`src/rtl/std_rr_select_arbiter_if.sv`:
```
// ============================================================================
// std_rr_select_arbiter_if : request/grant bundle between the round-robin
//   arbiter (master) and its requesters/consumer (slave).  Rev 1.0
// ============================================================================
`default_nettype none

interface std_rr_select_arbiter_if #(
  parameter int ENTRIES      = 2,
  parameter int KIND         = 0,
  parameter int INDEX_WIDTH  = (ENTRIES > 1) ? $clog2(ENTRIES) : 1,
  parameter int SELECT_WIDTH = (KIND == 1) ? ENTRIES : INDEX_WIDTH
) ();

  logic                    clear;
  logic [ENTRIES-1:0]      request;
  logic                    ack;
  logic                    valid;
  logic [ENTRIES-1:0]      grant;
  logic [INDEX_WIDTH-1:0]  index;
  logic [SELECT_WIDTH-1:0] select;

  modport master (
    input  clear, request, ack,
    output valid, grant, index, select
  );

  modport slave (
    output clear, request, ack,
    input  valid, grant, index, select
  );

endinterface

`default_nettype wire

```
`src/rtl/std_rr_select_arbiter.sv`:
```
// ============================================================================
// std_rr_select_arbiter : locking round-robin arbiter producing a BINARY (0)
//   or ONEHOT (1) select for the std demux/mux selectors.  Rev 1.0
// ============================================================================
`default_nettype none

module std_rr_select_arbiter #(
  parameter int ENTRIES      = 2,
  parameter int KIND         = 0,
  parameter int INDEX_WIDTH  = (ENTRIES > 1) ? $clog2(ENTRIES) : 1,
  parameter int SELECT_WIDTH = (KIND == 1) ? ENTRIES : INDEX_WIDTH
) (
  input  logic                         clk,
  input  logic                         rst,
  std_rr_select_arbiter_if.master      bus
);

  localparam int                     KIND_ONEHOT = 1;
  localparam logic [INDEX_WIDTH-1:0] LAST_INDEX  = INDEX_WIDTH'(ENTRIES - 1);
  localparam logic [ENTRIES-1:0]     ONE_HOT_0   = ENTRIES'(1);

  typedef enum logic [0:0] {
    S_IDLE    = 1'b0,
    S_GRANTED = 1'b1
  } state_t;

  state_t                  r_state;
  logic [INDEX_WIDTH-1:0]  r_ptr;
  logic [INDEX_WIDTH-1:0]  r_index;
  logic [ENTRIES-1:0]      r_grant;

  logic [INDEX_WIDTH:0]    w_first;
  logic [INDEX_WIDTH:0]    w_rotate;
  logic [INDEX_WIDTH-1:0]  w_next_ptr;
  logic                    w_held;

  // Returns {found, index} of the first set bit scanning start, start+1, ...
  // with wrap; iterating from the far end lets the closest hit overwrite.
  function automatic logic [INDEX_WIDTH:0] find_first(
    input logic [ENTRIES-1:0]     req,
    input logic [INDEX_WIDTH-1:0] start
  );
    logic [INDEX_WIDTH:0] result;
    logic [ENTRIES-1:0]   shifted;
    int                   pos;
    result = '0;
    for (int off = ENTRIES - 1; off >= 0; off--) begin
      pos = int'(start) + off;
      if (pos >= ENTRIES) pos = pos - ENTRIES;
      shifted = req >> pos;
      if (shifted[0]) result = {1'b1, pos[INDEX_WIDTH-1:0]};
    end
    return result;
  endfunction

  always_comb begin
    w_first    = find_first(bus.request, r_ptr);
    w_next_ptr = (r_index == LAST_INDEX) ? '0 : r_index + INDEX_WIDTH'(1);
    w_rotate   = find_first(bus.request & ~r_grant, w_next_ptr);
    w_held     = |(bus.request & r_grant);
  end

  always_ff @(posedge clk or posedge rst) begin
    if (rst) begin
      r_state <= S_IDLE;
      r_ptr   <= '0;
      r_index <= '0;
      r_grant <= '0;
    end else if (bus.clear) begin
      r_state <= S_IDLE;
      r_ptr   <= '0;
      r_index <= '0;
      r_grant <= '0;
    end else begin
      case (r_state)
        S_IDLE: begin
          if (|bus.request) begin
            r_state <= S_GRANTED;
            r_index <= w_first[INDEX_WIDTH-1:0];
            r_grant <= ONE_HOT_0 << w_first[INDEX_WIDTH-1:0];
          end
        end
        S_GRANTED: begin
          if (bus.ack) begin
            r_ptr <= w_next_ptr;
            if (w_rotate[INDEX_WIDTH]) begin
              r_index <= w_rotate[INDEX_WIDTH-1:0];
              r_grant <= ONE_HOT_0 << w_rotate[INDEX_WIDTH-1:0];
            end else if (!w_held) begin
              r_state <= S_IDLE;
              r_index <= '0;
              r_grant <= '0;
            end
            // else: only the current holder still requests, so it keeps the grant
          end else if (!w_held) begin
            r_state <= S_IDLE;
            r_index <= '0;
            r_grant <= '0;
          end
        end
        default: begin
          r_state <= S_IDLE;
          r_index <= '0;
          r_grant <= '0;
        end
      endcase
    end
  end

  assign bus.valid = (r_state == S_GRANTED);
  assign bus.grant = r_grant;
  assign bus.index = r_index;

  generate
    if (KIND == KIND_ONEHOT) begin : g_onehot
      assign bus.select = r_grant;
    end else begin : g_binary
      assign bus.select = SELECT_WIDTH'(r_index);
    end
  endgenerate

endmodule

`default_nettype wire

```
`src/flat_wrapper.sv`:
```
// flat-port wrapper written by rule: the top's interface ports become plain ports
module std_rr_select_arbiter_flat 
#(
  parameter int ENTRIES      = 2,
  parameter int KIND         = 0,
  parameter int INDEX_WIDTH  = (ENTRIES > 1) ? $clog2(ENTRIES) : 1,
  parameter int SELECT_WIDTH = (KIND == 1) ? ENTRIES : INDEX_WIDTH
)
  (clk, rst, bus_clear, bus_request, bus_ack, bus_valid, bus_grant, bus_index, bus_select);
  std_rr_select_arbiter_if #(.ENTRIES(ENTRIES), .KIND(KIND), .INDEX_WIDTH(INDEX_WIDTH), .SELECT_WIDTH(SELECT_WIDTH)) bus_i ();
  input  logic clk;
  input  logic rst;
  input wire logic [$bits(bus_i.clear)-1:0] bus_clear;
  input wire logic [$bits(bus_i.request)-1:0] bus_request;
  input wire logic [$bits(bus_i.ack)-1:0] bus_ack;
  output wire logic [$bits(bus_i.valid)-1:0] bus_valid;
  output wire logic [$bits(bus_i.grant)-1:0] bus_grant;
  output wire logic [$bits(bus_i.index)-1:0] bus_index;
  output wire logic [$bits(bus_i.select)-1:0] bus_select;
  assign bus_i.clear = bus_clear;
  assign bus_i.request = bus_request;
  assign bus_i.ack = bus_ack;
  assign bus_valid = bus_i.valid;
  assign bus_grant = bus_i.grant;
  assign bus_index = bus_i.index;
  assign bus_select = bus_i.select;
  std_rr_select_arbiter #(.ENTRIES(ENTRIES), .KIND(KIND), .INDEX_WIDTH(INDEX_WIDTH), .SELECT_WIDTH(SELECT_WIDTH)) u_core (.clk(clk), .rst(rst), .bus(bus_i));
endmodule
```
`config.mk`:
```
export PLATFORM = sky130hd
export DESIGN_NAME = std_rr_select_arbiter_flat
export DESIGN_NICKNAME = d
export VERILOG_FILES = /design/src/rtl/std_rr_select_arbiter_if.sv /design/src/rtl/std_rr_select_arbiter.sv /design/src/flat_wrapper.sv
export SDC_FILE = /design/constraint.sdc
export NUM_CORES = 1
export LEC_CHECK = 0
export BUFFER_PORTS_ARGS = -buffer_cell sky130_fd_sc_hd__buf_2
export CAP_MARGIN = 20
export CORE_AREA = 2 2 39 41
export CTS_BUF_LIST = sky130_fd_sc_hd__clkbuf_8
export DETAILED_ROUTE_END_ITERATION = 8
export DIE_AREA = 0 0 41 43
export GPL_ROUTABILITY_DRIVEN = 0
export RECOVER_POWER = 100
export SETUP_SLACK_MARGIN = 0.3
export SLEW_MARGIN = 20
export SYNTH_ARGS = -nofsm -noshare
export SYNTH_HDL_FRONTEND = slang
export SYNTH_SLANG_ARGS = --single-unit
```
`constraint.sdc`:
```
create_clock -name clk -period 2.85 [get_ports clk]
set_input_delay 0.57 -clock clk [delete_from_list [all_inputs] [get_ports clk]]
set_output_delay 0.57 -clock clk [all_outputs]
set_load 0.01 [all_outputs]
```
; ---- Word-level counts from Yosys, hierarchy flattened
; Cells that the tools add are included.
[classes]
n_lt_le_gt_ge = 4
div = 0
shift = 6
reduce_logical = 5
bitwise = 4
mul = 0
add_sub_neg = 7
n_eq_ne = 1
mux = 30
[op_table]
columns = operator, count
row1 = two-way mux 32 bit, 4
row2 = >> shifter 2 x 32 -> 1 bit, 4
row3 = "greater-or-equal comparator 32 x 3 -> 1 bit, second input constant", 2
row4 = "subtractor 32 x 3 -> 32 bit, second input constant", 2
row5 = two-way mux 1 bit, 16
row6 = two-way mux 2 bit, 7
row7 = "subtractor 1 x 2 -> 3 bit, second input constant", 2
row8 = "adder 1 x 1 -> 2 bit, second input constant", 2
row9 = bitwise AND 2 bit, 2
row10 = "greater-or-equal comparator 1 x 2 -> 1 bit, second input constant", 2
row11 = case mux 1 bit (2 select lines), 2
row12 = case mux 2 bit (2 select lines), 1
row13 = nonzero test 2 bit, 2
row14 = OR reduction 2 bit, 2
row15 = "<< shifter 1 x 1 -> 2 bit, first input constant", 2
row16 = "inequality test 3 x 2 -> 1 bit, second input constant", 1
row17 = inverter 2 bit, 1
row18 = AND reduction 2 bit, 1
row19 = "adder 1 bit, second input constant", 1
row20 = inverter 1 bit, 1
[totals]
ramBits = 0
inputBits = 6
wordCells = 61
latchBits = 0
mem_count = 0
register_bits = 5
output_inout_bits = 5
mem_bits_ro = 0

; ---- Depth between registers and ports, before layout
[depth]
word_depth = 13
ltp_mapped = 5
depth_no_buf = 4

; ---- Worst setup path before layout
; Ideal clock, no wire load.
[synth_path]
kind = input -> register
startpoint = input bus_request[0]
endpoint = register u_core.r_grant[1], in the netlist u_core.bus.grant[1]
required_ns = 2.786
setup_ns = 0.064
slack_ns = 1.410
path_buffers = 1
arrival_ns = 1.376
stages = 5
cell_sequence = buf_6 -> nor3b_1 -> or3_1 -> a31oi_1 -> a21o_1
[synth_via]
elab_chain_cells = 9
word_cells_on_any_way = 21
cone_classes = eq/ne: 1 / shift: 6 / mux: 10 / bitwise: 2 / reduce/logical: 2
[synth_rtl]
columns = item, line
row1 = "start, declared", flat_wrapper.sv:14  ; input wire logic [$bits(bus_i.request)-1:0] bus_request;
row2 = bitwise AND 2 bit, std_rr_select_arbiter.sv:59  ; w_rotate = find_first(bus.request & ~r_grant, w_next_ptr);
row3 = >> shifter 2 x 32 -> 1 bit, std_rr_select_arbiter.sv:50  ; shifted = req >> pos;
row4 = two-way mux 2 bit (2 in series), std_rr_select_arbiter.sv:51  ; if (shifted[0]) result = {1'b1, pos[INDEX_WIDTH-1:0]};
row5 = << shifter 1 x 1 -> 2 bit, std_rr_select_arbiter.sv:88  ; r_grant <= ONE_HOT_0 << w_rotate[INDEX_WIDTH-1:0];
row6 = two-way mux 2 bit, std_rr_select_arbiter.sv:86  ; if (w_rotate[INDEX_WIDTH]) begin
row7 = two-way mux 2 bit, std_rr_select_arbiter.sv:84  ; if (bus.ack) begin
row8 = case mux 2 bit (2 select lines), std_rr_select_arbiter.sv:75  ; case (r_state)
row9 = two-way mux 2 bit, std_rr_select_arbiter.sv:69  ; end else if (bus.clear) begin
row10 = "end signal, assigned", std_rr_select_arbiter.sv:80  ; r_grant <= ONE_HOT_0 << w_first[INDEX_WIDTH-1:0];
row11 = "end signal, assigned", std_rr_select_arbiter.sv:88
row12 = "end, declared", std_rr_select_arbiter.sv:30  ; logic [ENTRIES-1:0] r_grant;
; Parallel ways exist; a longest one is shown, timed or not. The select of a mux whose other input is x is not followed.
; A chain may end at the register's enable or synchronous reset.

; ---- Worst setup path after layout
[layout_path]
startpoint = register u_core.r_state, in the netlist u_core.bus.valid
endpoint = output bus_valid
[layout_lines]
columns = item, line
row1 = "start, declared", std_rr_select_arbiter.sv:27  ; state_t r_state;
row2 = "start signal, assigned", std_rr_select_arbiter.sv:65  ; r_state <= S_IDLE;
row3 = "start signal, assigned", std_rr_select_arbiter.sv:70  ; r_state <= S_IDLE;
row4 = "start signal, assigned", std_rr_select_arbiter.sv:78  ; r_state <= S_GRANTED;
row5 = "end, declared", flat_wrapper.sv:16  ; output wire logic [$bits(bus_i.valid)-1:0] bus_valid;
; No word-level cell between the ends.

==> results.json <==
{
  "p_clk_share_pct": 47.8,
  "diodes": 0,
  "rsz0062_at_grt": "no",
  "post_cts_buffers": 0,
  "grt_pass1_vias": 329,
  "final_cell_mix": "clkbuf_1 (7), o21ai_0 (6), dfrtp_1 (5)",
  "fillerInstances": 158,
  "antenna_found_initial": 0,
  "cts_sinks": 5,
  "maxSlewViolCount": 0,
  "cp-startpoint": "u_core.bus.valid$_DFF_PP0_",
  "drtAntennaViolNets": 0,
  "cts-root-buf": "clkbuf_8",
  "drive_gt1_share_pct": 17.5,
  "timing.final.crit_share_pct": 50.9,
  "io_pins": 11,
  "dp_slack_ns": 1.29,
  "p_leak_uw": 0.000213,
  "min_path_type": "in2async",
  "die_y_um": 43,
  "outcome": "complete, no violations",
  "htree_levels": 1,
  "r2r-start": "u_core.bus.valid$_DFF_PP0_",
  "min_period_ns": 1.45,
  "seq_area_frac_synth_pct": 32.2,
  "switchingPower_uw": 67.3,
  "cpMaxStageDelayCell": "dfrtp_1",
  "cp.required_ns": 2.28,
  "wl_per_cell_um": 11.4,
  "final_nets": 64,
  "hold_violations": 0,
  "slew_headroom_pct": 78.6,
  "viasPerCell": 5.14,
  "die_area_um2": 1760,
  "cts_buffer_depth": 2,
  "syn_to_final_growth_pct": 19.3,
  "crit_arrival_ns": 0.88,
  "max_slew.worst_pin.slew_ns": 0.319,
  "num_vias": 375,
  "drc": 0,
  "grt_pass1_wl_um": 1360,
  "syn-instance-count": 47,
  "cp.buffers_inverters": 1,
  "drt_iter0_markers": 5,
  "critPathMaxStageDelay_ns": 0.48,
  "clk_latency_ns": 0.22,
  "finClkSkew_ns": 0.000278,
  "fin_setup_tns_ns": 0,
  "grt_util_all_layers_pct": 11.9,
  "layout_commonest_cell": "clkbuf_1",
  "seqPwrFrac_pct": 34.6,
  "ys_warn_count": 0,
  "cts_hold_buf": 0,
  "dp_hpwl_um": 617,
  "power.internal_uw": 190,
  "portBuffers": 10,
  "ys_ff_latch": 5,
  "crit_chain": "clkbuf_1",
  "crit_path_max_fanout": 10,
  "ctsResizeCount": 0,
  "fin_ws_ns": 1.40,
  "cap_violations": 0,
  "wirelength_um": 829,
  "crit_family": "flip-flops",
  "setup_violations": 0,
  "irDropWorstVdd_v": 0.000227,
  "cts_tree": "done",
  "die_w_um": 41,
  "initial_core_util_pct": 28.1,
  "row_count": 14,
  "powerDensity_nw_per_um2": 555,
  "syn_area_per_cell_um2": 8.28,
  "swShare_pct": 26.1,
  "syn_nets": 53,
  "max_freq_mhz": 689,
  "overflow": 0,
  "path_clk_slew_ns": 0.03,
  "worstSetupPathType": "reg2out",
  "grt_max_degree": 11,
  "comb_power_share_pct": 17.6,
  "worstSetupEndpointType": "primary output",
  "firstDrtPassIters": 4,
  "syn_area_um2": 389,
  "cp-start-kind": "flip-flop",
  "core_um2": 1380,
  "ys_types": 26,
  "total_power_uw": 258,
  "cts_buffers": 3
}
registers in the layout (all words and copies together), names as in the netlist:
signal / count
u_core.bus.index: 1
u_core.bus.grant: 2
u_core.bus.valid: 1
u_core.r_ptr: 1
cells in the mapped netlist (all sizes together):
cell / instances / area (µm²)
nor3b: 1 / 7.51
o21ai: 7 / 38.8
buf: 4 / 31.3
nand2b: 1 / 6.26
nor4: 1 / 6.26
or3: 1 / 6.26
dfrtp: 5 / 125
a31oi: 2 / 12.5
o21a: 1 / 7.51
mux2i: 1 / 10.0
o22a: 1 / 8.76
o32ai: 1 / 8.76
nand2: 3 / 11.3
and2: 1 / 7.51
inv: 3 / 11.3
nor2b: 3 / 18.8
o311ai: 1 / 8.76
a21o: 3 / 23.8
and3b: 1 / 10.0
a21oi: 2 / 10.0
a21boi: 1 / 7.51
nor2: 3 / 11.3
worst paths after layout:
path,endpoint,slack (ns),depth (start not counted)
max,bus_valid,1.40,1
min in group clk,u_core.r_ptr$_DFFE_PP0P_,0.57,2
min,u_core.r_ptr$_DFFE_PP0P_,0.24,2
max reg2reg,u_core.bus.index$_DFFE_PP0P_,1.58,4
min reg2reg,u_core.r_ptr$_DFFE_PP0P_,0.57,2
max in group asynchronous,u_core.bus.grant[1]$_DFFE_PP0P_,2.45,2
routing by layer:
metal	wire, µm	global-route usage, %	up-vias
met5	0	0	-
met4	8	12.0	0
met3	42	1.57	2
met2	388	15.9	8
met1	391	14.9	179
li1	-	-	186
stage by stage:
step / util (%) / cell area [µm²] / cells / hold slack (ns)
global placement: 30.9 / 428 / 69 / 0.475
global route: 33.5 / 464 / 73 / 0.262
finish: 33.5 / 464 / 73 / 0.238
CTS: 34.2 / 473 / 73 / 0.239
floorplan: - / 389 / 47 / 0.349
detailed placement: 30.9 / 428 / 69 / 0.473
power by group through the flow:
stage	logic (µW)	clock network [µW]	registers (µW)
final	45.3	123	89.1
after global routing	51.1	133	90.4
after CTS	48.0	128	88.9
after detailed placement	47.7	0	89.7
after global placement	47.1	0	89.6
after floorplan	35.7	0	87.7
cell type report:
class | instances | area [µm²] | area share, %
multi-input cells | 35 | 221 | 47.7
flip-flops and latches | 5 | 125 | 27.0
clock buffers | 3 | 41.3 | 8.89
repair buffers | 10 | 41.3 | 8.89
well taps | 16 | 20.0 | 4.31
inverters | 3 | 11.3 | 2.43
clock inverters | 1 | 3.75 | 0.809
kinds of logic after synthesis:
logic type / Yosys count / synth area share (%)
DFF: 5 / 32.2
muxes: 1 / 2.57
buffers and inverters: 7 / 10.9
AOI/OAI and AO/OA: 19 / 32.5
and+or+nand+nor: 15 / 21.9
(Power assumes the default switching activity.)
